## config.mk

```make
export PLATFORM = sky130hd
export DESIGN_NAME = digital_video
export DESIGN_NICKNAME = d
export VERILOG_FILES = /design/src/rtl/digital_video.sv
export SDC_FILE = /design/constraint.sdc
export NUM_CORES = 1
export LEC_CHECK = 0
export CAP_MARGIN = 20
export CORE_ASPECT_RATIO = 2
export CORE_MARGIN = 3
export CORE_UTILIZATION = 44
export DETAILED_ROUTE_END_ITERATION = 8
export PLACE_DENSITY_LB_ADDON = 0.2
export REMOVE_ABC_BUFFERS = 1
export SLEW_MARGIN = 20
export SYNTH_ARGS = -nofsm -noshare
export SYNTH_HDL_FRONTEND = slang
export SYNTH_SLANG_ARGS = --single-unit
```

## constraint.sdc

```tcl
create_clock -name clk_25mhz -period 4 [get_ports clk_25mhz]
set_clock_uncertainty 0.2 [all_clocks]
set_input_delay 0.4 -clock clk_25mhz [delete_from_list [all_inputs] [get_ports clk_25mhz]]
set_output_delay 0.4 -clock clk_25mhz [all_outputs]
set_load 0.02 [all_outputs]
```

## src/rtl/digital_video.sv

```systemverilog
// ============================================================================
// digital_video
// ----------------------------------------------------------------------------
// Purpose:
//   640x480@60 video timing generator with 3-bit digital RGB output. A free
//   running pixel counter publishes the current coordinate on xout/yout. The
//   upstream pixel source answers with 8-bit red/green/blue in the same cycle.
//   One register stage then quantises each channel to one bit and emits it
//   together with hsync/vsync/blank. All four outputs describe the same pixel.
//
// Configuration macro:
//   DIGITAL_VIDEO_DITHER_EN
//     Undefined (default): each channel is quantised to its MSB.
//     Defined: 4x4 ordered (Bayer) dither inside the active area.
//   Timing, latency and blanking are the same in both builds.
//
// Ports:
//   clk_25mhz  in   1   pixel clock, rising edge
//   rst        in   1   asynchronous reset, active low
//   red        in   8   red level for pixel (xout,yout)
//   green      in   8   green level for pixel (xout,yout)
//   blue       in   8   blue level for pixel (xout,yout)
//   xout       out  10  horizontal counter, 0..H_TOTAL-1
//   yout       out  10  vertical counter, 0..V_TOTAL-1
//   hsync_out  out  1   horizontal sync, aligned with rgbout
//   vsync_out  out  1   vertical sync, aligned with rgbout
//   blank_out  out  1   1 = outside the active area
//   rgbout     out  3   {R,G,B}, forced to 0 while blanked
// ============================================================================
module digital_video #(
    parameter int H_ACTIVE = 640,
    parameter int H_FP     = 16,
    parameter int H_SYNC   = 96,
    parameter int H_BP     = 48,
    parameter int V_ACTIVE = 480,
    parameter int V_FP     = 10,
    parameter int V_SYNC   = 2,
    parameter int V_BP     = 33,
    parameter bit SYNC_POL = 1'b0
) (
    input  logic       clk_25mhz,
    input  logic       rst,
    input  logic [7:0] red,
    input  logic [7:0] green,
    input  logic [7:0] blue,
    output logic [9:0] xout,
    output logic [9:0] yout,
    output logic       hsync_out,
    output logic       vsync_out,
    output logic       blank_out,
    output logic [2:0] rgbout
);

    localparam int H_TOTAL = H_ACTIVE + H_FP + H_SYNC + H_BP;
    localparam int V_TOTAL = V_ACTIVE + V_FP + V_SYNC + V_BP;

    localparam logic [9:0] H_LAST     = 10'(H_TOTAL - 1);
    localparam logic [9:0] V_LAST     = 10'(V_TOTAL - 1);
    localparam logic [9:0] H_ACT_END  = 10'(H_ACTIVE);
    localparam logic [9:0] V_ACT_END  = 10'(V_ACTIVE);
    localparam logic [9:0] HS_START   = 10'(H_ACTIVE + H_FP);
    localparam logic [9:0] HS_END     = 10'(H_ACTIVE + H_FP + H_SYNC);
    localparam logic [9:0] VS_START   = 10'(V_ACTIVE + V_FP);
    localparam logic [9:0] VS_END     = 10'(V_ACTIVE + V_FP + V_SYNC);

    logic [9:0] r_x;
    logic [9:0] r_y;
    logic       r_hsync;
    logic       r_vsync;
    logic       r_blank;
    logic [2:0] r_rgb;

    logic       w_blank;
    logic       w_hsyncWin;
    logic       w_vsyncWin;
    logic [2:0] w_rgb;

    // Decode of the pixel currently on xout/yout. Sync windows are half-open
    // [START, END) so END is the first coordinate after the pulse.
    assign w_blank    = (r_x >= H_ACT_END) | (r_y >= V_ACT_END);
    assign w_hsyncWin = (r_x >= HS_START) & (r_x < HS_END);
    assign w_vsyncWin = (r_y >= VS_START) & (r_y < VS_END);

`ifdef DIGITAL_VIDEO_DITHER_EN
    logic [3:0] w_bayer;
    logic [7:0] w_thresh;

    // Bayer matrix M[y[1:0]][x[1:0]], indexed as {row, column}.
    always_comb begin
        w_bayer = 4'd0;
        case ({r_y[1:0], r_x[1:0]})
            4'b00_00: w_bayer = 4'd0;
            4'b00_01: w_bayer = 4'd8;
            4'b00_10: w_bayer = 4'd2;
            4'b00_11: w_bayer = 4'd10;
            4'b01_00: w_bayer = 4'd12;
            4'b01_01: w_bayer = 4'd4;
            4'b01_10: w_bayer = 4'd14;
            4'b01_11: w_bayer = 4'd6;
            4'b10_00: w_bayer = 4'd3;
            4'b10_01: w_bayer = 4'd11;
            4'b10_10: w_bayer = 4'd1;
            4'b10_11: w_bayer = 4'd9;
            4'b11_00: w_bayer = 4'd15;
            4'b11_01: w_bayer = 4'd7;
            4'b11_10: w_bayer = 4'd13;
            4'b11_11: w_bayer = 4'd5;
            default:  w_bayer = 4'd0;
        endcase
    end

    // 16*M + 8 is just M in the upper nibble with bit 3 set; max 248 fits.
    assign w_thresh = {w_bayer, 4'b1000};
    assign w_rgb    = {red > w_thresh, green > w_thresh, blue > w_thresh};
`else
    assign w_rgb    = {red[7], green[7], blue[7]};
`endif

    // Raster counters. xout/yout are these registers directly, so the
    // coordinate presented to the pixel source is never delayed.
    always_ff @(posedge clk_25mhz or negedge rst) begin
        if (!rst) begin
            r_x <= 10'd0;
            r_y <= 10'd0;
        end else if (r_x == H_LAST) begin
            r_x <= 10'd0;
            r_y <= (r_y == V_LAST) ? 10'd0 : r_y + 10'd1;
        end else begin
            r_x <= r_x + 10'd1;
        end
    end

    // Single output stage: the edge that advances the counter also captures
    // the colour returned for the old coordinate, keeping rgb and the syncs
    // aligned on the same pixel.
    always_ff @(posedge clk_25mhz or negedge rst) begin
        if (!rst) begin
            r_hsync <= ~SYNC_POL;
            r_vsync <= ~SYNC_POL;
            r_blank <= 1'b1;
            r_rgb   <= 3'b000;
        end else begin
            r_hsync <= w_hsyncWin ? SYNC_POL : ~SYNC_POL;
            r_vsync <= w_vsyncWin ? SYNC_POL : ~SYNC_POL;
            r_blank <= w_blank;
            r_rgb   <= w_blank ? 3'b000 : w_rgb;
        end
    end

    assign xout      = r_x;
    assign yout      = r_y;
    assign hsync_out = r_hsync;
    assign vsync_out = r_vsync;
    assign blank_out = r_blank;
    assign rgbout    = r_rgb;

endmodule

```

; Word-level counts from Yosys, hierarchy flattened
; Cells that the tools add are included.
; W data, S select, Z words.
[op_classes]
n_addsub = 2
n_lt_le_gt_ge = 6
eq_ne = 2
muxes = 5
bitwise_logic = 3
[ops]
columns = cell, count
row1 = $add A10 B1 Y10 const B, 2
row2 = $eq A10 B10 Y1 const B, 2
row3 = $ge A10 B10 Y1 const B, 2
row4 = $ge A10 B9 Y1 const B, 2
row5 = $mux W10, 2
row6 = $lt A10 B10 Y1 const B, 1
row7 = $lt A10 B9 Y1 const B, 1
row8 = $mux W3, 1
row9 = $and A1 B1 Y1, 2
row10 = $mux W1, 2
row11 = $or A1 B1 Y1, 1
[word_totals]
regBits = 26

; Longest topological paths before layout
[depth]
depth_word = 3
depth_mapped = 6

; Worst setup path after synthesis
; OpenSTA, ideal clock, no wires.
[synth_path]
path_kind = flip-flop to flip-flop
startpoint = reg r_x[5], in the netlist xout[5]
endpoint = reg r_y[9], in the netlist yout[9]
setup_ns = 0.069
arrival_ns = 2.060
required_ns = 3.731
setup_slack_ns = 1.671
path_stages_with_launch = 6
path_buffers = 1
synth_period_minus_slack_ns = 2.329
cell_sequence = dfrtp_1 -> or4b_4 -> or3_1 -> buf_6 -> or4_1 -> nand3_1
[synth_between]
elab_chain_cells = 1
[synth_rtl]
columns = element, line_no
row1 = start: declaration, 66  ; logic [9:0] r_x;
row2 = start signal: assignment, 129  ; r_x <= r_x + 10'd1;
row3 = $eq A10 B10 Y1, 125  ; end else if (r_x == H_LAST) begin
row4 = end signal: assignment, 127  ; r_y <= (r_y == V_LAST) ? 10'd0 : r_y + 10'd1;
row5 = end: declaration, 67  ; logic [9:0] r_y;
; No other way between the ends.
; A chain may end at the register's enable or synchronous reset.

; Worst setup path in the final report
[layout_path]
startpoint = reg r_x[5], in the netlist xout[5]
endpoint = reg r_y[4], in the netlist yout[4]
; Same word-level chain as after synthesis.

==> impl_metrics.json <==
{
  "critPathBufInv": 0,
  "yosysTopAreaCell": "dfrtp_1",
  "synthCells": 117,
  "drt_iter0_drc": 31,
  "viasPerCell": 5.637,
  "syn_to_final_growth_pct": 33.19,
  "worstPathCellList": "or4b_4 -> nor3_1 -> nand2_1 -> o31ai_1",
  "grt_pass1_vias": 1067,
  "grt_max_degree": 27,
  "fin_nets": 182,
  "grt_pass1_wl_um": 4774,
  "final_max_slew_viol_count": 0,
  "initial_core_util_pct": 46.35,
  "status": "finished clean",
  "postCtsSetupRepairBufs": 0,
  "end_kind": "flip-flop",
  "postLayoutSetupSlackWorst_ps": 1468,
  "ys_seq_area_share_pct": 54.25,
  "synth_cell_types": 27,
  "avgSynthCellArea_sq_um": 10.31,
  "worst_pin_slew_ps": 904.9,
  "cp_max_fo": 8,
  "synth-edff-count": 0,
  "drc": 0,
  "synth_common_cells": "23 x dfrtp_1, 14 x nand2_1, 10 x nor2_1",
  "core_sq_um": 2603,
  "cts_buffers": 3,
  "antenna_cells": 0,
  "clkTransAtPathRegs_ps": 90,
  "start_kind": "flip-flop",
  "vias": 1009,
  "wl_per_cell_um": 14.97,
  "irDropWorstVdd_mv": 0.3424,
  "numPortBuffers": 30,
  "antenna_found_initial": 0,
  "post-route-period-util_pct": 63.31,
  "die_area_sq_um": 3444,
  "cts_tree": "yes",
  "clk_latency_ps": 280,
  "track_usage_pct": 18.14,
  "timing.max_cap.violations": 0,
  "critical_path.max_stage_delay_ps": 710,
  "max_freq_mhz": 394.9,
  "ys_async_sr_fraction_pct": 100.0,
  "ys_top_cells_by_area": "dfrtp_1 48%, dfstp_2 6.5%, xor2_1 5.1%, nand2_1 4.4%, ha_1 4.1%",
  "htree_levels": 1,
  "antenna_left": 0,
  "p_leak_nw": 0.6974,
  "grt_overflow": 0,
  "netlist.area_leader.share_pct": 47.72,
  "cts_buffer_depth": 2,
  "critPathSlowestCell": "nor3_1",
  "cts_root_buffer": "clkbuf_8",
  "yosys_warnings": 0,
  "ys.flop_type": "dfrtp_1",
  "syn_area_sq_um": 1206,
  "setup_tns_ps": 0,
  "final-hold-violation-count": 0,
  "pin_count": 52,
  "clkSinkCount": 26,
  "crit_family": "simple AND/OR/NAND/NOR gates",
  "slew_headroom_pct": 39.21,
  "post-place-ws_ps": 1485,
  "grt_setup_unrepaired": "false",
  "cts_resized": 0,
  "final-setup-viol-count": 0,
  "die_x_um": 43.02,
  "cp_data_arrival_time_ps": 2510,
  "fp.dieH_um": 80.05,
  "place_congestion": 0.7749,
  "drive_gt1_share_pct": 6.623,
  "worstSetupPathType": "flip-flop to flip-flop",
  "routed_wl_um": 2679,
  "holdCritPathClass": "flip-flop to flip-flop",
  "powerDensity_nw_per_um2": 310.1,
  "synth.most_common_cell": "dfrtp_1",
  "worstPathRequired_ps": 3980,
  "core.rowCount": 26,
  "ys_ff_latch": 26,
  "dr.pass1.iters": 4,
  "fin_crit_ps": 2532,
  "dp_hpwl_um": 2013
}
==> report_power, final <==
part	switching (mW)	leakage, nW	internal, mW
clock	0.0846	0.0357	0.134
sequential	0.000398	0.331	0.264
combinational	0.00819	0.330	0.00677
total	0.0931	0.697	0.405
==> metrics by stage <==
step / util (%) / instances / hold slack (ps) / instance area, sq um / power, mW
floorplan: - / 116 / -95.59 / 1195 / 0.2729
global placement: 58.80 / 174 / 295.6 / 1530 / 0.2848
detailed placement: 58.61 / 174 / 236.5 / 1525 / 0.2848
CTS: 61.73 / 179 / 319.0 / 1607 / 0.5037
global route: 61.73 / 179 / 340.7 / 1607 / 0.5122
finish: 61.73 / 179 / 316.4 / 1607 / 0.4982
==> cells in the final DEF (no fill, tap or decap), types with 3 or more instances in the layout <==
cell type         n
ha_1              4
inv_1             6
dfrtp_1          23
nand3_1           9
clkbuf_8          3
or4_1             4
xnor2_1           3
nor2_1           10
o21ai_0           6
clkdlybuf4s50_1  29
nand4_1           3
nor3_1            4
nand2_1          14
xor2_1            7
and2_1            4
o31ai_1           3
dfstp_2           3
nor4_1            3
==> path summary, 6_finish.rpt <==
kind                            slack [ps]  endpoint    start  depth (start not counted)
worst max-delay path                  1470   yout[4]  xout[5]                          4
worst min-delay path                   320   yout[8]  yout[8]                          1
worst max register to register        1470   yout[4]  xout[5]                          4
worst min register to register         320   yout[8]  yout[8]                          1
max in group asynchronous             2770   xout[9]      rst                          2
min in group asynchronous              440   yout[7]      rst                          2
==> per-layer routing <==
layer  up-vias  track usage, %  wire (um)
met5         -               0          0
met4         0           10.27         94
met3         9           2.935        115
met2        32           33.43       1509
met1       494           18.41        960
li1        474               -          -
==> layout make-up <==
cell class	instances	area [sq um]
timing repair buffer	31	305.3
inverter	6	22.52
clock buffer	3	41.29
fill	231	996.0
tap	28	35.03
clock inverter	1	30.03
multi-input combinational	84	518.0
sequential	26	654.4
==> what timing repair did <==
action                                  in CTS  in global routing
endpoints found under the setup margin       0                  0
hold endpoints to repair                    23                  0
hold buffers                                 1                  0
==> sequential cells by signal, indices dropped and copies added, names as in the netlist <==
name / cells
vsync_out: 1
hsync_out: 1
yout: 10
blank_out: 1
rgbout: 3
xout: 10
==> cells by family (layout without fill, tap and decap cells) <==
| logic type | Yosys count | count (layout) | share of synthesized area [%] |
|---|---|---|---|
| adder cells (fa/ha/maj) | 4 | 4 | 4.150 |
| AND/OR/NAND/NOR | 56 | 56 | 23.76 |
| flip-flops | 26 | 26 | 54.25 |
| AO/OA/AOI/OAI | 14 | 14 | 7.781 |
| buffers and inverters | 7 | 41 | 2.801 |
| XOR/XNOR | 10 | 10 | 7.262 |
==> worst register-to-register path, cell delays in order, from the launching register on <==
cell and delay (ps):
dfrtp_1 460, or4b_4 580, nor3_1 710, nand2_1 250, o31ai_1 250
Note: power is estimated with default switching activity, not from simulation.
